**config.mk**
```make
export PLATFORM = sky130hd
export DESIGN_NAME = data_downsizer
export DESIGN_NICKNAME = d
export VERILOG_FILES = /design/src/rtl/data_downsizer.sv
export SDC_FILE = /design/constraint.sdc
export NUM_CORES = 1
export LEC_CHECK = 0
export BUFFER_PORTS_ARGS = -buffer_cell sky130_fd_sc_hd__buf_2
export CORE_ASPECT_RATIO = 1.2
export CORE_MARGIN = 2
export CORE_UTILIZATION = 50
export DETAILED_ROUTE_END_ITERATION = 7
export PLACE_DENSITY_LB_ADDON = 0.2
export REMOVE_ABC_BUFFERS = 1
export SETUP_SLACK_MARGIN = 0.02
export SLEW_MARGIN = 30
export SYNTH_ARGS = -nofsm -noshare
export SYNTH_HDL_FRONTEND = slang
export SYNTH_SLANG_ARGS = --single-unit
```
**constraint.sdc**
```tcl
create_clock -name clk -period 4.5 [get_ports clk]
set_input_delay 0.225 -clock clk [delete_from_list [all_inputs] [get_ports clk]]
set_output_delay 0.225 -clock clk [all_outputs]
set_load 0.03 [all_outputs]
```
**src/rtl/data_downsizer.sv**
```systemverilog
// Width down-converter for the ndata stream: splits each wide input beat into
// NUM_OUT_ELEMENTS-wide chunks (lowest first), skipping chunks with no kept elements.
module data_downsizer #(
  parameter type data_t           = logic [7:0],
  parameter int  NUM_IN_ELEMENTS  = 8,
  parameter int  NUM_OUT_ELEMENTS = 2
) (
  input  logic                                 clk,
  input  logic                                 rst,
  input  logic                                 in_valid,
  output logic                                 in_ready,
  input  data_t [NUM_IN_ELEMENTS-1:0]          in_data,
  input  logic  [NUM_IN_ELEMENTS-1:0]          in_keep,
  input  logic                                 in_last,
  output logic                                 out_valid,
  input  logic                                 out_ready,
  output data_t [NUM_OUT_ELEMENTS-1:0]         out_data,
  output logic  [NUM_OUT_ELEMENTS-1:0]         out_keep,
  output logic                                 out_last
);

  localparam int RATIO = NUM_IN_ELEMENTS / NUM_OUT_ELEMENTS;
  localparam int IDX_W = (RATIO > 1) ? $clog2(RATIO) : 1;

  generate
    if (NUM_OUT_ELEMENTS < 1 || NUM_OUT_ELEMENTS > NUM_IN_ELEMENTS ||
        (NUM_IN_ELEMENTS % NUM_OUT_ELEMENTS) != 0) begin : g_bad_params
      $error("data_downsizer: NUM_IN_ELEMENTS must be a positive multiple of NUM_OUT_ELEMENTS");
    end
  endgenerate

  data_t [NUM_IN_ELEMENTS-1:0] buf_data;
  logic  [NUM_IN_ELEMENTS-1:0] buf_keep;
  logic                        buf_last;
  logic                        buf_valid;
  logic  [IDX_W-1:0]           idx;

  logic [RATIO-1:0] buf_live;
  logic [RATIO-1:0] in_live;
  logic             cur_live;
  logic             is_final;
  logic [IDX_W-1:0] next_idx;
  logic [IDX_W-1:0] load_idx;
  logic             load;
  logic             advance;

  // NOTE: every always_comb output gets a default before any conditional
  // assignment, so no path can leave it unassigned and infer a latch.
  always_comb begin
    buf_live = '0;
    in_live  = '0;
    for (int k = 0; k < RATIO; k++) begin
      buf_live[k] = |buf_keep[k*NUM_OUT_ELEMENTS +: NUM_OUT_ELEMENTS];
      in_live[k]  = |in_keep[k*NUM_OUT_ELEMENTS +: NUM_OUT_ELEMENTS];
    end
  end

  // Descending scan: the last hit is the lowest live chunk above idx.
  always_comb begin
    cur_live = 1'b0;
    is_final = 1'b1;
    next_idx = idx;
    load_idx = '0;
    for (int k = RATIO - 1; k >= 0; k--) begin
      if (k == int'(idx)) cur_live = buf_live[k];
      if (k > int'(idx) && buf_live[k]) begin
        is_final = 1'b0;
        next_idx = IDX_W'(k);
      end
      if (in_live[k]) load_idx = IDX_W'(k);
    end
  end

  always_comb begin
    out_data = buf_data[0 +: NUM_OUT_ELEMENTS];
    out_keep = buf_keep[0 +: NUM_OUT_ELEMENTS];
    for (int k = 0; k < RATIO; k++) begin
      if (k == int'(idx)) begin
        out_data = buf_data[k*NUM_OUT_ELEMENTS +: NUM_OUT_ELEMENTS];
        out_keep = buf_keep[k*NUM_OUT_ELEMENTS +: NUM_OUT_ELEMENTS];
      end
    end
  end

  // An empty last beat still emits one keep=0 beat so framing survives.
  assign out_valid = buf_valid && (cur_live || (buf_keep == '0 && buf_last));
  assign out_last  = buf_last && is_final;
  assign in_ready  = !buf_valid || (out_ready && is_final);
  assign load      = in_valid && in_ready;
  assign advance   = out_valid && out_ready;

  // NOTE: sequential state uses non-blocking assignments only, so every flop
  // samples pre-edge values regardless of statement order.
  always_ff @(posedge clk) begin
    if (rst) begin
      buf_valid <= 1'b0;
      idx       <= '0;
    end else if (load) begin
      buf_valid <= (|in_keep) || in_last;
      idx       <= load_idx;
    end else if (advance) begin
      if (is_final) buf_valid <= 1'b0;
      else          idx       <= next_idx;
    end
  end

  // NOTE: the captured payload is qualified by buf_valid, so it carries no
  // reset and stays a plain enable register.
  always_ff @(posedge clk) begin
    if (load) begin
      buf_data <= in_data;
      buf_keep <= in_keep;
      buf_last <= in_last;
    end
  end

endmodule

```
==> flow_metrics.tcl, run 1 <==
set metrics [dict create \
    grt_pass1_wl_um 8360 \
    clk_path_buf_depth 2 \
    drive_gt1_frac 0.563 \
    fin_setup_tns_ns 0 \
    clk_pin_slew_ns 0.08 \
    final_nets 324 \
    clkLatencyLatePin_ns 0.34 \
    hold_viol_final 0 \
    syn_area_per_cell_um2 21.3 \
    hold_class "in -> reg" \
    grt_use_total 0.183 \
    synthArstFlopShare 0 \
    num_vias 1725 \
    rsz0062_at_grt "no" \
    synthTopCellsByArea "edfxtp_1 73%, mux4_2 13%, dfxtp_1 2.0%, a221oi_2 1.0%, nor2_1 0.75%" \
    area_growth_pct 28.2 \
    static-leakage-power_nw 1.45 \
    crit_path_max_fanout 60 \
    fin_worst_skew_ns 0.00477 \
    grt_pass1_vias 1829 \
    multi_input_area_um2 723 \
    fmax_mhz 391 \
    fp.dieW_um 74.8 \
    netlist_area_um2 3000 \
    wire_per_inst_um 16.2 \
    cts_root_buf "clkbuf_8" \
    yosysSeqAreaShare 0.750 \
    cp.arrival_ns 2.81 \
    hpwl_um 3870 \
    place_congestion 0.769 \
    die_area_um2 6650 \
    drv_cap 0 \
    yosysTopAreaCell "edfxtp_1" \
    wirelength_um 5380 \
    antenna_found_initial 0 \
    min_period_ns 2.56 \
    post_cts_buffers 0 \
    regArea_um2 2250 \
    outcome "finished clean" \
    synth_top_area_frac 0.730 \
    crit_required_ns 4.75 \
    finalSetupViolCount 0 \
    core_um2 5740 \
    crit_type "reg -> reg" \
    ir_drop_uv 251 \
    row_count 30 \
    fin_hold_ws_ns 0.0577 \
    grt_max_degree 61 \
    synth_edf_count 73 \
    ioPinCount 98 \
    route.detailed.drc 0 \
    synth_ff_type "edfxtp_1" \
    ys_warn_count 0 \
    viasPerCell 5.20 \
    cts.sink_count 76 \
    power.density_nw_per_um2 443 \
    fin_cells 332 \
    ctsResizeCount 0 \
    post_dp_cell_area_um2 3590 \
    synthTopCellsByCount "73 x edfxtp_1, 18 x mux4_2, 6 x nor2_1" \
    htree_levels 3 \
    globalRouteOverflowTotal 0 \
    drt_iter0_drc 112 \
    cts_buffers 9 \
    fillers 379 \
    fin_area_um2 3850 \
    tightest_slew_ns 0.713 \
    slew-limit-headroom 0.524 \
    hold_buffers 0 \
    synth_most_common_cell "edfxtp_1" \
    endpoint_kind "flip-flop" \
    fin_crit_sh 0.569 \
    start_util 0.523 \
    ant_nets 0 \
    port_buffers 97 \
    die_h_um 88.9 \
    critPathLaunchType "flip-flop" \
    first_pass_iters 6 \
    diodes 0 \
    maxSlewViolCount 0 \
    synth_cell_types 32 \
    cts_tree "done" \
    netlist_instances 141 \
    synth-seq-cells 76 \
    dp_cells 316 \
]
[through the flow]
step | total power, mW | util | setup WS (ns)
2_1_floorplan | 0.989 | - | 1.26
3_3_place_gp | 1.06 | 0.625 | 1.98
3_5_place_dp | 1.07 | 0.625 | 1.93
4_1_cts | 1.72 | 0.670 | 1.92
5_1_grt | 1.77 | 0.670 | 1.72
6_report | 1.71 | 0.670 | 1.94
[logic make-up after synthesis]
family / synth area share
compound gates: 0.0358
flops: 0.750
buf+inv: 0.0125
mux: 0.138
simple gates: 0.0637
[routing by layer]
| layer | track usage | wire length (um) |
|---|---|---|
| met5 | 0 | 0 |
| met4 | 0.0990 | 99 |
| met3 | 0.0541 | 407 |
| met2 | 0.296 | 2750 |
| met1 | 0.222 | 2120 |
[where the power goes]
group          leakage, nW  internal, mW  total (mW)  switching, mW
Combinational        0.592        0.0833       0.203          0.120
Clock                0.133         0.423       0.657          0.234
Sequential           0.721         0.829       0.846         0.0170
Total                 1.45          1.34        1.71          0.371
[worst paths after layout]
path	start	to	slack (ns)	cells past startpoint
setup / recovery	buf_keep[4]	idx[0]	1.94	6
hold reg to reg	buf_valid	buf_valid	0.59	2
hold / removal	in_data[8]	buf_data[8]	0.06	1
setup reg to reg	buf_keep[4]	idx[0]	1.94	6
[final cells by class]
class	instances	area share
Clock buffer	9	0.0322
Clock inverter	7	0.0361
Inverter	1	0.000975
Multi-Input combinational cell	59	0.188
Sequential cell	76	0.585
Tap cell	80	0.0260
Timing Repair Buffer	100	0.132
[flip-flops by register name, summed over array words and instances, names as in the netlist]
register / cells
idx: 2
buf_valid: 1
buf_keep: 8
buf_data: 64
buf_last: 1
[cells in the final DEF, fill, tap and decap left out, types with 3 or more instances in the layout]
cell	n
buf_2	97
edfxtp_1	73
mux4_2	18
clkbuf_8	9
nor2_1	6
nand2_1	4
bufinv_16	4
nor3_1	3
dfxtp_1	3
buf_4	3
[critical path: stages, from the launching register on]
cell      delay (ns)
edfxtp_1        0.46
nor4_4          0.39
nand4_1         0.20
o211ai_4        0.31
buf_4           0.68
o311ai_0        0.28
o31ai_1         0.12
Power figures use the tool's default switching activity.
==> run 2, diff against run 1 <==
ABC_AREA = 1   (was not set)
CORE_UTILIZATION = 45   (was 50)
clock period = 2.3 ns   (was 4.5 ns; I/O delays follow)
==> run 2 against run 1 <==
Effect of this change:
- die area is 12% higher
- first-iteration DRC count is 46% higher
- sequential share of layout area is 9.5 points lower
- flip-flop and latch count stayed put
- largest power group unchanged
- via count is 43% higher
- wire length is 43% higher
- count of clock-buffer cells in the layout stayed put
- final cell count is 52% higher
- largest cell class unchanged
- synthesized cell count is 67% higher
- clock power is 61% higher
- design area is 19% higher
==> flow_metrics.tcl, run 2 <==
set metrics [dict create \
    post_dp_cell_area_um2 3650 \
    ioPinCount 98 \
    grt_max_degree 59 \
    cts_tree "done" \
    rr_worst_depth 7 \
    route.met3.wl_um 295 \
    drive_gt1_frac 0.314 \
    cts_root_buf "clkbuf_8" \
    clk_path_buf_depth 2 \
    mostFrequentLayoutCells "97 x buf_2, 74 x dlygate4sd3_1, 73 x edfxtp_1" \
    cp_slowest_cell "dfxtp_1" \
    combPwrFrac 0.194 \
    endpoint_kind "primary output" \
    synth_top_area_frac 0.718 \
    route.detailed.drc 0 \
    crit_chain "nand2_4, buf_4, inv_4, a21oi_1, nand3_1, nand2_1, inv_1, nor2_1, buf_2" \
    htree_levels 3 \
    fin_worst_skew_ns 0.00656 \
    hp-start "in_valid" \
    sw_frac_of_total 0.266 \
    tightest_slew_ns 0.372 \
    row_count 32 \
    maxSlewViolCount 0 \
    clk_pin_slew_ns 0.07 \
    start_util 0.471 \
    hold_class "in -> reg" \
    p_seq_frac 0.491 \
    slowest_delay_ns 0.42 \
    place_congestion 0.838 \
    wl_met1_um 3030 \
    largest_register "buf_data" \
    core_um2 6490 \
    grt_pass1_wl_um 12000 \
    power.density_nw_per_um2 735 \
    yosysTopAreaCell "edfxtp_1" \
    die_h_um 94.2 \
    finalSetupViolCount 0 \
    port_buffers 97 \
    layout_commonest_cell "buf_2" \
    crit_required_ns 2.18 \
    r2r_start "idx[1]" \
    switchingPower_mw 0.900 \
    p_int_mw 2.48 \
    fin_setup_tns_ns 0 \
    cp.arrival_ns 2.00 \
    synthTopCellsByArea "edfxtp_1 72%, nand2_1 5.8%, o221ai_1 4.3%, nor2_1 3.6%, o21ai_0 2.6%" \
    synth_edf_count 73 \
    hpwl_um 4590 \
    fin_hold_ws_ns 0.116 \
    drt_iter0_drc 164 \
    synth_cell_types 27 \
    holdPathStages 3 \
    rsz0062_at_grt "no" \
    hold_viol_final 0 \
    synth_ff_type "edfxtp_1" \
    static-leakage-power_nw 1.89 \
    ant_nets 0 \
    hold_end "buf_valid" \
    diodes 0 \
    fin_crit_sh 0.920 \
    drv_cap 0 \
    r2r_slack_ns 0.36 \
    cts_buffers 9 \
    route.top_layer_used "met4" \
    outcome "finished clean" \
    first_pass_iters 4 \
    wl_met2_um 4250 \
    wirelength_um 7690 \
    multi_input_area_um2 697 \
    largest_reg_flops 64 \
    r2r-end "buf_data[26]" \
    cts.sink_count 76 \
    wire_per_inst_um 15.2 \
    reg_top3 "buf_data: 64 flops, buf_keep: 8 flops, idx: 2 flops" \
    synthTopCellsByCount "73 x edfxtp_1, 47 x nand2_1, 29 x nor2_1" \
    clkLatencyLatePin_ns 0.34 \
    globalRouteOverflowTotal 0 \
    fp.dieW_um 79.2 \
    yosysSeqAreaShare 0.737 \
    num_vias 2462 \
    pwr-share-clk 0.314 \
    netlist_area_um2 3050 \
    final_nets 493 \
    critPathTopFamily "buffers and inverters" \
    syn_area_per_cell_um2 12.9 \
    antenna_found_initial 0 \
    critPathLaunchType "flip-flop" \
    fin_area_um2 4600 \
    area_growth_pct 50.6 \
    regArea_um2 2250 \
    netlist_instances 236 \
    ys_warn_count 0 \
    die_area_um2 7460 \
    viasPerCell 4.87 \
    grt_use_total 0.218 \
    crit_type "reg -> out" \
    crit_path_max_fanout 19 \
    ir_drop_uv 436 \
    synth-seq-cells 76 \
    slew-limit-headroom 0.752 \
    min_period_ns 2.12 \
    grt_pass1_vias 2534 \
    worst-path-buf-inv 4 \
    post_cts_buffers 0 \
    synthArstFlopShare 0 \
    synth_most_common_cell "edfxtp_1" \
    fmax_mhz 473 \
    fillers 485 \
]
## run 2: cell families after synthesis
family                 Yosys count  share of synthesized area
and+or+nand+nor                 94                      0.134
DFF                             76                      0.737
AOI/OAI and AO/OA               43                     0.0926
buffers and inverters           23                     0.0361
## run 2: through the flow
step	std cells	utilization	setup WS, ns	power, mW
2_1_floorplan	229	-	-0.753	2.03
3_3_place_gp	416	0.563	0.473	2.24
3_5_place_dp	416	0.563	0.376	2.25
4_1_cts	506	0.708	0.164	3.39
5_1_grt	506	0.709	0.0605	3.52
6_report	506	0.709	0.184	3.38
## run 2: worst max-delay path by stage
stage / start / to / cells past startpoint
6_report: idx[1] / out_valid / 9
5_1_grt: idx[1] / out_valid / 9
4_1_cts: idx[1] / out_valid / 9
3_5_place_dp: idx[1] / buf_data[52] / 7
3_3_place_gp: idx[1] / buf_data[55] / 7
2_1_floorplan: idx[1] / buf_data[0] / 6
## run 2: final cells by class
cell class	count	share of cell area
Timing Repair Buffer	176	0.277
Inverter	16	0.0136
Sequential cell	76	0.490
Clock buffer	9	0.0269
Multi-Input combinational cell	137	0.152
Tap cell	85	0.0231
Clock inverter	7	0.0177
## run 2: routing by layer
| layer | GRT usage | up-vias |
|---|---|---|
| met2 | 0.391 | 74 |
| met5 | 0 | - |
| met1 | 0.253 | 1167 |
| li1 | - | 1212 |
| met4 | 0.102 | 0 |
| met3 | 0.0365 | 9 |
## run 2: repair_timing
item,CTS,global route
endpoints found under the setup margin,0,3
hold buffers,74,0
resized for setup,0,1
hold endpoints to repair,74,0
## run 2: worst reg2reg max path, stage by stage, from the launching register on
cell     delay [ns]
dfxtp_1        0.55
nor2_2         0.09
nand2_2        0.12
nand4_2        0.14
nand2_2        0.15
nand2_4        0.09
inv_2          0.15
buf_12         0.31
## run 2: power groups by stage
stage / logic, mW / clock network [mW] / registers [mW]
after floorplan: 0.341 / 0 / 1.69
after global placement: 0.550 / 0 / 1.69
after detailed placement: 0.555 / 0 / 1.69
after CTS: 0.653 / 1.08 / 1.66
after global routing: 0.715 / 1.13 / 1.67
final: 0.657 / 1.06 / 1.66
